<file path="src/rtl/serial_adder_ctrl.sv">
// Bit-serial adder controller: one full-adder slice (two half adders + OR) fed LSB-first.
// Define SERIAL_ADD_SUB_EN to add an i_sub port selecting op_a - op_b.

module serial_adder_ctrl_ha (
    input  logic i_a,
    input  logic i_b,
    output logic o_sum,
    output logic o_carry
);
    assign o_sum   = i_a ^ i_b;
    assign o_carry = i_a & i_b;
endmodule

module serial_adder_ctrl #(
    parameter int WIDTH = 8
) (
    input  logic             clk,
    input  logic             rst_n,
    input  logic             i_start_valid,
    output logic             o_start_ready,
    input  logic [WIDTH-1:0] i_op_a,
    input  logic [WIDTH-1:0] i_op_b,
`ifdef SERIAL_ADD_SUB_EN
    input  logic             i_sub,
`endif
    output logic             o_busy,
    output logic             o_done_valid,
    input  logic             i_done_ready,
    output logic [WIDTH-1:0] o_result,
    output logic             o_carry_out
);
    localparam int CW = $clog2(WIDTH);

    typedef enum logic [1:0] {
        IDLE = 2'd0,
        RUN  = 2'd1,
        DONE = 2'd2
    } state_t;

    state_t           r_state;
    logic [WIDTH-1:0] r_sh_a;
    logic [WIDTH-1:0] r_sh_b;
    logic [WIDTH-1:0] r_result;
    logic [CW-1:0]    r_cnt;
    logic             r_carry;
    logic             r_carry_out;
    logic             r_start_ready;
    logic             r_busy;
    logic             r_done_valid;

    logic w_s1;
    logic w_c1;
    logic w_sum;
    logic w_c2;
    logic w_cout;
    logic w_sub;
    logic w_last;

`ifdef SERIAL_ADD_SUB_EN
    assign w_sub = i_sub;
`else
    assign w_sub = 1'b0;
`endif

    serial_adder_ctrl_ha u_ha1 (
        .i_a     (r_sh_a[0]),
        .i_b     (r_sh_b[0]),
        .o_sum   (w_s1),
        .o_carry (w_c1)
    );

    serial_adder_ctrl_ha u_ha2 (
        .i_a     (w_s1),
        .i_b     (r_carry),
        .o_sum   (w_sum),
        .o_carry (w_c2)
    );

    assign w_cout = w_c1 | w_c2;
    assign w_last = (r_cnt == CW'(WIDTH - 1));

    always_ff @(posedge clk or negedge rst_n) begin
        if (!rst_n) begin
            r_state       <= IDLE;
            r_sh_a        <= '0;
            r_sh_b        <= '0;
            r_result      <= '0;
            r_cnt         <= '0;
            r_carry       <= 1'b0;
            r_carry_out   <= 1'b0;
            r_start_ready <= 1'b1;
            r_busy        <= 1'b0;
            r_done_valid  <= 1'b0;
        end else begin
            case (r_state)
                IDLE: begin
                    if (i_start_valid) begin
                        // Subtraction is a + ~b + 1: invert b and seed the carry.
                        r_sh_a        <= i_op_a;
                        r_sh_b        <= w_sub ? ~i_op_b : i_op_b;
                        r_carry       <= w_sub;
                        r_cnt         <= '0;
                        r_result      <= '0;
                        r_state       <= RUN;
                        r_start_ready <= 1'b0;
                        r_busy        <= 1'b1;
                    end
                end
                RUN: begin
                    r_result <= {w_sum, r_result[WIDTH-1:1]};
                    r_sh_a   <= r_sh_a >> 1;
                    r_sh_b   <= r_sh_b >> 1;
                    r_carry  <= w_cout;
                    r_cnt    <= r_cnt + 1'b1;
                    if (w_last) begin
                        r_carry_out  <= w_cout;
                        r_state      <= DONE;
                        r_busy       <= 1'b0;
                        r_done_valid <= 1'b1;
                    end
                end
                DONE: begin
                    // Returning to IDLE here delays the next acceptance by one cycle.
                    if (i_done_ready) begin
                        r_done_valid  <= 1'b0;
                        r_start_ready <= 1'b1;
                        r_state       <= IDLE;
                    end
                end
                default: begin
                    r_state       <= IDLE;
                    r_start_ready <= 1'b1;
                    r_busy        <= 1'b0;
                    r_done_valid  <= 1'b0;
                end
            endcase
        end
    end

    assign o_start_ready = r_start_ready;
    assign o_busy        = r_busy;
    assign o_done_valid  = r_done_valid;
    assign o_result      = r_result;
    assign o_carry_out   = r_carry_out;
endmodule

</file>
<file path="config.mk">
export PLATFORM = sky130hd
export DESIGN_NAME = serial_adder_ctrl
export DESIGN_NICKNAME = d
export VERILOG_FILES = /design/src/rtl/serial_adder_ctrl.sv
export SDC_FILE = /design/constraint.sdc
export NUM_CORES = 1
export LEC_CHECK = 0
export ABC_AREA = 1
export BUFFER_PORTS_ARGS = -buffer_cell sky130_fd_sc_hd__buf_2
export CAP_MARGIN = 40
export CELL_PAD_IN_SITES_DETAIL_PLACEMENT = 1
export CELL_PAD_IN_SITES_GLOBAL_PLACEMENT = 1
export CORE_UTILIZATION = 43
export CTS_CLUSTER_SIZE = 14
export DETAILED_ROUTE_END_ITERATION = 12
export HOLD_SLACK_MARGIN = 0.05
export PLACE_DENSITY = 0.81
export SETUP_SLACK_MARGIN = 0.02
export SLEW_MARGIN = 30
export SYNTH_ARGS = -nofsm -noshare
export SYNTH_HDL_FRONTEND = slang
export SYNTH_SLANG_ARGS = --single-unit
</file>
<file path="constraint.sdc">
create_clock -name clk -period 2.3 [get_ports clk]
set_clock_uncertainty 0.1 [all_clocks]
set_input_delay 0.345 -clock clk [delete_from_list [all_inputs] [get_ports clk]]
set_output_delay 0.345 -clock clk [all_outputs]
set_load 0.01 [all_outputs]
</file>
* Word-level counts from Yosys, hierarchy flattened
Index checks and enable logic that the tools add are counted.
Widths: inputs -> output; s select.
** Cells by class
- $add $sub $neg :: 1
- Equality and inequality tests :: 6
- Mux-type cells :: 22
- Bitwise gates (word level) :: 8
- Reductions and logical operators :: 8
** Operators by type and width (number)
- $pmux 8 s2 :: 3
- $mux 8 :: 3
- $reduce_and 3->1 :: 4
- $pmux 1 s3 :: 3
- $mux 1 :: 6
- $mux 2 :: 3
- $ne 2x2->1 const B :: 3
- $pmux 2 s3 :: 1
- $pmux 3 s2 :: 1
- $reduce_and 2->1 :: 2
- $add 3x1->3 const B :: 1
- $eq 3x3->1 const B :: 1
- $mux 3 :: 1
- $not 1->1 :: 3
- $and 1x1->1 :: 2
- $eq 2x1->1 const B :: 1
- $eq 2x2->1 const B :: 1
- $logic_not 2->1 :: 1
- $pmux 1 s2 :: 1
- $reduce_bool 2->1 :: 1
- $xor 1x1->1 :: 2
- $or 1x1->1 :: 1
** Storage, ports and cells
- Bits in registers :: 34
- Input bits :: 20
- Output and inout bits :: 12
- Logic and storage cells :: 55

* Depth between registers and ports, before layout
Gate-level depths: netlist of the first run.
- Word-level depth :: 4
- Gate-level depth with buffers :: 6
- Mapped depth without buffers :: 6

* Cells and area by module
From an unflattened synthesis of the first run, not the netlist that was laid out.
** Unflattened totals
- Cell total of the unflattened synthesis :: 175
- Area total of the unflattened synthesis :: 1551.5 um^2
** Modules (own cells, without submodules)
- serial_adder_ctrl :: times used 1, cells each 173, area each 1526.5 um^2, seq. area each 852.1 um^2
- serial_adder_ctrl_ha :: times used 2, cells each 1, area each 12.5 um^2, seq. area each 0.0 um^2

* Least setup slack after synthesis of the first run
No wires, ideal clock.
- Path kind :: flip-flop to flip-flop
- Start point :: register r_state[1]
- End point :: register r_sh_a[7]
- Setup time :: 0.116 ns
- Arrival :: 0.965 ns
- Required time :: 2.084 ns
- Path slack :: 1.118 ns
- Stages on the path, launching flop included :: 6
- Path buffers :: 1
- Clock period less this slack :: 1.182 ns
- Cells stage by stage :: dfrtp_1 > inv_2 > nand2_4 > buf_4 > nand3_1 > nand2_1
** On the way
- Word-level cells in the longest chain between the ends :: 3
- Elaborated cells between the ends (all ways) :: 6
- Classes of those cells :: 2 x eq/ne; 1 x mux; 3 x reduce/logical
** Ends and longest elaborated chain
- start: declaration :: line 40 : state_t r_state;
- start signal: assignment :: line 84 : r_state <= IDLE;
- start signal: assignment :: line 104 : r_state <= RUN;
- start signal: assignment :: line 117 : r_state <= DONE;
- $eq 2x1->1 / $logic_not 2->1 (equally long branches) :: line 95 : case (r_state)
- $reduce_bool 2->1 (no line) / $ne 2x2->1 (equally long branches)
- $reduce_and 2->1 (no line)
- end signal: assignment :: line 99 : r_sh_a <= i_op_a;
- end signal: assignment :: line 111 : r_sh_a <= r_sh_a >> 1;
- end: declaration :: line 41 : logic [WIDTH-1:0] r_sh_a;
Several ways; a longest one is shown, not always the timed one.
A chain may end at the register's enable or synchronous reset.

* Worst setup path after layout of the first run
- Start point :: register r_state[1]
- End point :: register r_carry_out, in the netlist o_carry_out
** On the way
- Word-level cells in the longest chain between the ends :: 2
** Ends and longest elaborated chain
- $eq 2x1->1 :: line 95
- $reduce_and 2->1 (no line)
- end signal: assignment :: line 116 : r_carry_out <= w_cout;
- end: declaration :: line 46 : logic r_carry_out;
Every way passes these cells.

==> out/qor.txt, run 1 <==
Leakage: 0.9417 nW
Final core occ: 0.5257
Synth area leader: dfrtp_1
Setup bufs post-CTS: 0
Finished Layout Cells: 247
Global-route usage over all layers: 0.1988
Placed Instances: 237
Power per cell area: 1214 nW/um^2
Synth top area cells: dfrtp_1 (53%), nand3_1 (16%), nand2_1 (11%), buf_6 (2.9%), nand4_1 (2.8%)
Fill count: 413
Crit path max fanout: 33
Cell row count: 21
Final setup fails: 0
Final period util: 0.7381
Vias in the first global route: 1,328
GRT overflow: 0
Crit Path Class: reg -> reg
RSZ-0062 raised after global routing: false
Max IR drop VDD: 0.4484 mV
Share of cells above drive strength 1: 0.2239
Max Cap Violations: 0
H-tree levels: 2
NumNets Final: 223
CTS resizes: 0
DRT antenna net count: 0
CP startpoint kind: register
Ports: 32
Synth top area share: 0.5310
1st-iter DRT viols: 57
Total negative slack: 0 ns
Initial core utilization: 0.4588
Minimum clock period: 1.698 ns
Vias: 1,306
DP HPWL: 2.381 mm
Detailed Routing Iterations Pass 1: 4
Status: complete, no violations
# hold bufs at CTS: 1
Antenna diodes: 0
Worst EP required: 2.44 ns
Reg clk slew, reported paths: 0.10 ns
Hold slack: 0.09826 ns
TritonCTS clock tree: done
Sequential area share after synthesis: 0.5479
HP Class: in -> reg
Synth unique cells: 20
Worst-Margin Slew: 0.3655 ns
Input/output buffers: 31
Clk root buf: clkbuf_4
Die Area: 3861 um^2
Avg Vias per Cell: 5.287
Die Y: 62.14 um
Final Power: 2.163 mW
Cts bufs inserted: 5
Area grow syn2layout: 14.56%
Antenna violations before repair: 0
Crit end category: register
Largest net degree at the start of global routing: 35
Per-cell routed wire length: 13.98 um
Sequential Area: 852.1 um^2
FF-to-FF path depth: 6
Worst skew pair latency: 0.34 ns
Syn Inst Count: 169
Hold Vio Cnt, Final: 0
First-pass GRT wire length: 5.947 mm
Cell count of the worst hold path: 3
Post-Syn Area per Cell: 9.203 um^2
Rel. slew slack: 0.7561
Final Wtd Congestion: 0.7720
Clk sink count: 34
Die X: 62.14 um
YS warnings: 0
Core Box Area: 3390 um^2
Area of the multi-input gates: 590.6 um^2
# DRC: 0
CP arrival: 1.84 ns
Syn nets: 192
Mapped Area: 1555 um^2
Drt total wl: 3.452 mm
Slew Viols, Final: 0
Fmax: 0.5891 GHz
Synth Register Bits: 34
Clk buf depth: 2
[synth_stat cells, drive strengths merged]
| master | count |
|---|---|
| nand3 | 50 |
| nand2 | 48 |
| dfrtp | 33 |
| inv | 9 |
| buf | 8 |
| nand4 | 7 |
| o21ai | 6 |
| ha | 2 |
| clkbuf | 1 |
| dfstp | 1 |
| fa | 1 |
| nand3b | 1 |
| nor2 | 1 |
| o31ai | 1 |
[stage by stage]
step	cell area [um^2]	worst slack, ns
floorplan	1555	1.118
global placement	1692	0.7026
detailed placement	1692	0.6393
CTS	1762	0.6079
global route	1782	0.4808
finish	1782	0.6024
[kinds of logic after synthesis]
logic type,count (synthesis),share of synthesized area
and+or+nand+nor,107,0.3266
DFF,34,0.5479
buffers and inverters,18,0.07240
AOI/OAI and AO/OA,7,0.02414
adders and majority gates,3,0.02896
[routing by layer]
metal  up-vias  global-route usage  share of wire
met1       637              0.2358           0.45
met3         7             0.05147          0.039
li1        633                   -              -
met5         -                   0              0
met2        29              0.3393           0.50
met4         0             0.08721          0.016
[final timing paths]
check,from,endpoint,slack [ns]
setup / recovery,r_state[1],o_carry_out,0.60
hold / removal,i_op_a[7],r_sh_a[7],0.1
setup reg to reg,r_state[1],o_carry_out,0.60
hold reg to reg,o_start_ready,o_start_ready,0.38
max in group asynchronous,rst_n,o_start_ready,1.35
min in group asynchronous,rst_n,o_result[2],0.28
[sequential cells by signal, indices dropped and copies added (netlist names)]
name	flops
r_cnt	3
r_sh_a	8
o_result	8
o_start_ready	1
r_carry	1
r_sh_b	8
o_busy	1
r_state	2
o_carry_out	1
o_done_valid	1
[placed cells by master, fill, tap and decap left out]
master         count
clkinv_2           1
inv_2              1
o21ai_1            4
nand3_1           50
buf_2             31
ha_1               2
o21ai_0            2
clkbuf_1           1
o31ai_1            1
dfrtp_1           33
nand4_1            7
inv_1              7
inv_4              1
dlygate4sd3_1      1
dfstp_2            1
nor2_4             1
fa_1               1
nand2_1           46
nand2_4            2
clkbuf_4           5
clkbuf_8           1
buf_12             1
nand3b_1           1
[cell type report]
class                           count  area share
Clock inverter                      1    0.002809
Timing Repair Buffer               33      0.1039
Inverter                            9     0.02037
Multi-Input combinational cell    117      0.3315
Sequential cell                    34      0.4782
Tap cell                           46     0.03230
Clock buffer                        7     0.03090
[critical path: stages, from the launching register on]
cell and delay (ns):
dfrtp_1 0.46, inv_2 0.22, nand2_4 0.26, inv_4 0.30
nand2_1 0.13, nand2_1 0.08, nand2_1 0.04
[where the power goes]
group          internal (mW)  switching [mW]  leakage [nW]  total [mW]
sequential             0.843           0.161         0.437        1.00
clock                  0.148           0.200        0.0353       0.348
combinational          0.288           0.524         0.469       0.812
Power figures use the tool's default switching activity.
==> run 2, diff against run 1 <==
--- a/config.mk
+++ b/config.mk
@@ -10,11 +10,11 @@
 export CAP_MARGIN = 40
 export CELL_PAD_IN_SITES_DETAIL_PLACEMENT = 1
 export CELL_PAD_IN_SITES_GLOBAL_PLACEMENT = 1
-export CORE_UTILIZATION = 43
+export CORE_UTILIZATION = 36
 export CTS_CLUSTER_SIZE = 14
 export DETAILED_ROUTE_END_ITERATION = 12
 export HOLD_SLACK_MARGIN = 0.05
-export PLACE_DENSITY = 0.81
+export PLACE_DENSITY = 0.73
 export SETUP_SLACK_MARGIN = 0.02
 export SLEW_MARGIN = 30
 export SYNTH_ARGS = -nofsm -noshare
==> constraint.sdc (replaced) <==
create_clock -name clk -period 1.52 [get_ports clk]
set_clock_uncertainty 0.1 [all_clocks]
set_input_delay 0.228 -clock clk [delete_from_list [all_inputs] [get_ports clk]]
set_output_delay 0.228 -clock clk [all_outputs]
set_load 0.01 [all_outputs]
==> run 2 against run 1 <==
Effect of this change:
- first-iteration DRC count up 65%
- final area up 6.5%
- via count up 4.2%
- die area up 19%
- non-clock buffer count up 8
- register-to-register slack worse by 0.42 ns
==> out/qor.txt, run 2 (synthesis results as in run 1) <==
TritonCTS clock tree: done
Final Wtd Congestion: 0.8254 (+6.9%)
Rel. slew slack: 0.7563 (about the same)
Total negative slack: 0 ns (unchanged)
NumNets Final: 231 (+3.6%)
Vias in the first global route: 1,336 (+0.60%)
Hold Vio Cnt, Final: 0 (unchanged)
Antenna violations before repair: 0 (unchanged)
CP arrival: 1.40 ns (-0.44 ns)
CP startpoint kind: register
Slew Viols, Final: 0 (unchanged)
Setup bufs post-CTS: 0 (unchanged)
Core Box Area: 4086 um^2 (+21%)
Per-cell routed wire length: 14.64 um (+4.7%)
RSZ-0062 raised after global routing: false
Minimum clock period: 1.338 ns (-0.3594 ns)
Fmax: 0.7472 GHz (+27%)
Most frequent cells in the layout: nand3_1 (50), nand2_1 (46), dfrtp_1 (33)
DP HPWL: 2.676 mm (+12%)
Crit end category: register
Largest net degree at the start of global routing: 29 (-17%)
Clk root buf: clkbuf_8
Power per cell area: 1886 nW/um^2 (+55%)
Sequential Area: 852.1 um^2 (unchanged)
Cell repeated most along the worst path: nand3_1
Area grow syn2layout: 22.04%
Critical-path cell list: inv_2 > nand2_4 > nand3_1 > nand3_1
Worst skew pair latency: 0.28 ns (-0.06 ns)
Placed Instances: 247 (+4.2%)
Worst-Margin Slew: 0.3656 ns (+0.00006044 ns)
Commonest non-fill, non-tap cell in the layout: nand3_1
Global-route usage over all layers: 0.1965 (-0.002315)
First-pass GRT wire length: 6.423 mm (+8.0%)
Finished Layout Cells: 259 (+4.9%)
# hold bufs at CTS: 4 (+3)
Max stage delay on crit path: 0.44 ns (-0.02 ns)
Die Y: 67.73 um (+9.0%)
Crit path max fanout: 28 (-15%)
H-tree levels: 2 (unchanged)
Input/output buffers: 31 (unchanged)
Cell row count: 23 (+9.5%)
Fill count: 495 (+20%)
Crit Path Class: reg -> reg
# DRC: 0 (unchanged)
DRT antenna net count: 0 (unchanged)
Worst EP required: 1.58 ns (-0.86 ns)
Area of the multi-input gates: 590.6 um^2 (unchanged)
Detailed Routing Iterations Pass 1: 4 (unchanged)
CTS resizes: 0 (unchanged)
Ports: 32 (unchanged)
Vias: 1,361 (+4.2%)
Hold slack: 0.09317 ns (-0.005087 ns)
Final core occ: 0.4645 (-0.06117)
Design area: 1898 um^2 (+6.5%)
Status: complete, no violations
Clk sink count: 34 (unchanged)
Final setup fails: 0 (unchanged)
Drt total wl: 3.791 mm (+9.8%)
Max IR drop VDD: 0.7241 mV (+61%)
Share of cells above drive strength 1: 0.2392 (+0.01535)
Reg clk slew, reported paths: 0.07 ns (-0.03 ns)
Die X: 67.73 um (+9.0%)
HP Class: in -> reg
Die Area: 4587 um^2 (+19%)
Clk buf depth: 2 (unchanged)
Final period util: 0.8804 (+0.1423)
GRT overflow: 0 (unchanged)
Leakage: 0.9970 nW (+5.9%)
Critical-path top delay cell: dfrtp_1
Avg Vias per Cell: 5.255 (-0.62%)
Cts bufs inserted: 5 (unchanged)
Initial core utilization: 0.3806 (-0.07825)
Max Cap Violations: 0 (unchanged)
Placed Area: 1767 um^2 (+4.4%)
1st-iter DRT viols: 94 (+65%)
Antenna diodes: 0 (unchanged)
-- run 2: final timing paths --
| check | startpoint | endpoint | slack [ns] | depth (start not counted) |
|---|---|---|---|---|
| worst max-delay path | r_state[1] | r_sh_a[6] | 0.18 | 4 |
| worst min register to register | o_start_ready | o_start_ready | 0.37 | 2 |
| max in group asynchronous | rst_n | r_sh_a[6] | 0.59 | 3 |
| min in group asynchronous | rst_n | o_result[0] | 0.29 | 2 |
| worst max register to register | r_state[1] | r_sh_a[6] | 0.18 | 4 |
| worst min-delay path | i_op_b[2] | r_sh_b[2] | 0.09 | 3 |
-- run 2: stage by stage --
stage | setup WS, ns | power (mW)
detailed placement | 0.1784 | 2.908
CTS | 0.1624 | 3.623
finish | 0.1817 | 3.579
floorplan | 0.3385 | 2.461
global placement | 0.2271 | 2.840
global route | 0.07381 | 3.881
-- run 2: critical path, delay by kind of cell, from the launching register on --
kind / cells / cell delay [ns]
DFF: 1 / 0.44
and+or+nand+nor: 3 / 0.47
buffers and inverters: 1 / 0.20
-- run 2: power by group --
part           switching (mW)  internal [mW]
sequential              0.256           1.28
combinational           0.812          0.543
clock                   0.326          0.365
-- run 2: area by class of cell --
| cell class | count | area share |
|---|---|---|
| Tap cell | 50 | 0.03296 |
| Timing Repair Buffer | 41 | 0.1397 |
| Sequential cell | 34 | 0.4489 |
| Clock buffer | 7 | 0.04548 |
| Multi-Input combinational cell | 117 | 0.3111 |
| Clock inverter | 1 | 0.002637 |
| Inverter | 9 | 0.01912 |
-- run 2: per-layer routing --
layer,GRT usage,wire (um),up-vias
met5,0,0,-
met4,0.09043,72,0
met3,0.05574,143,6
met2,0.3106,1893,22
met1,0.2463,1681,689
li1,-,-,644
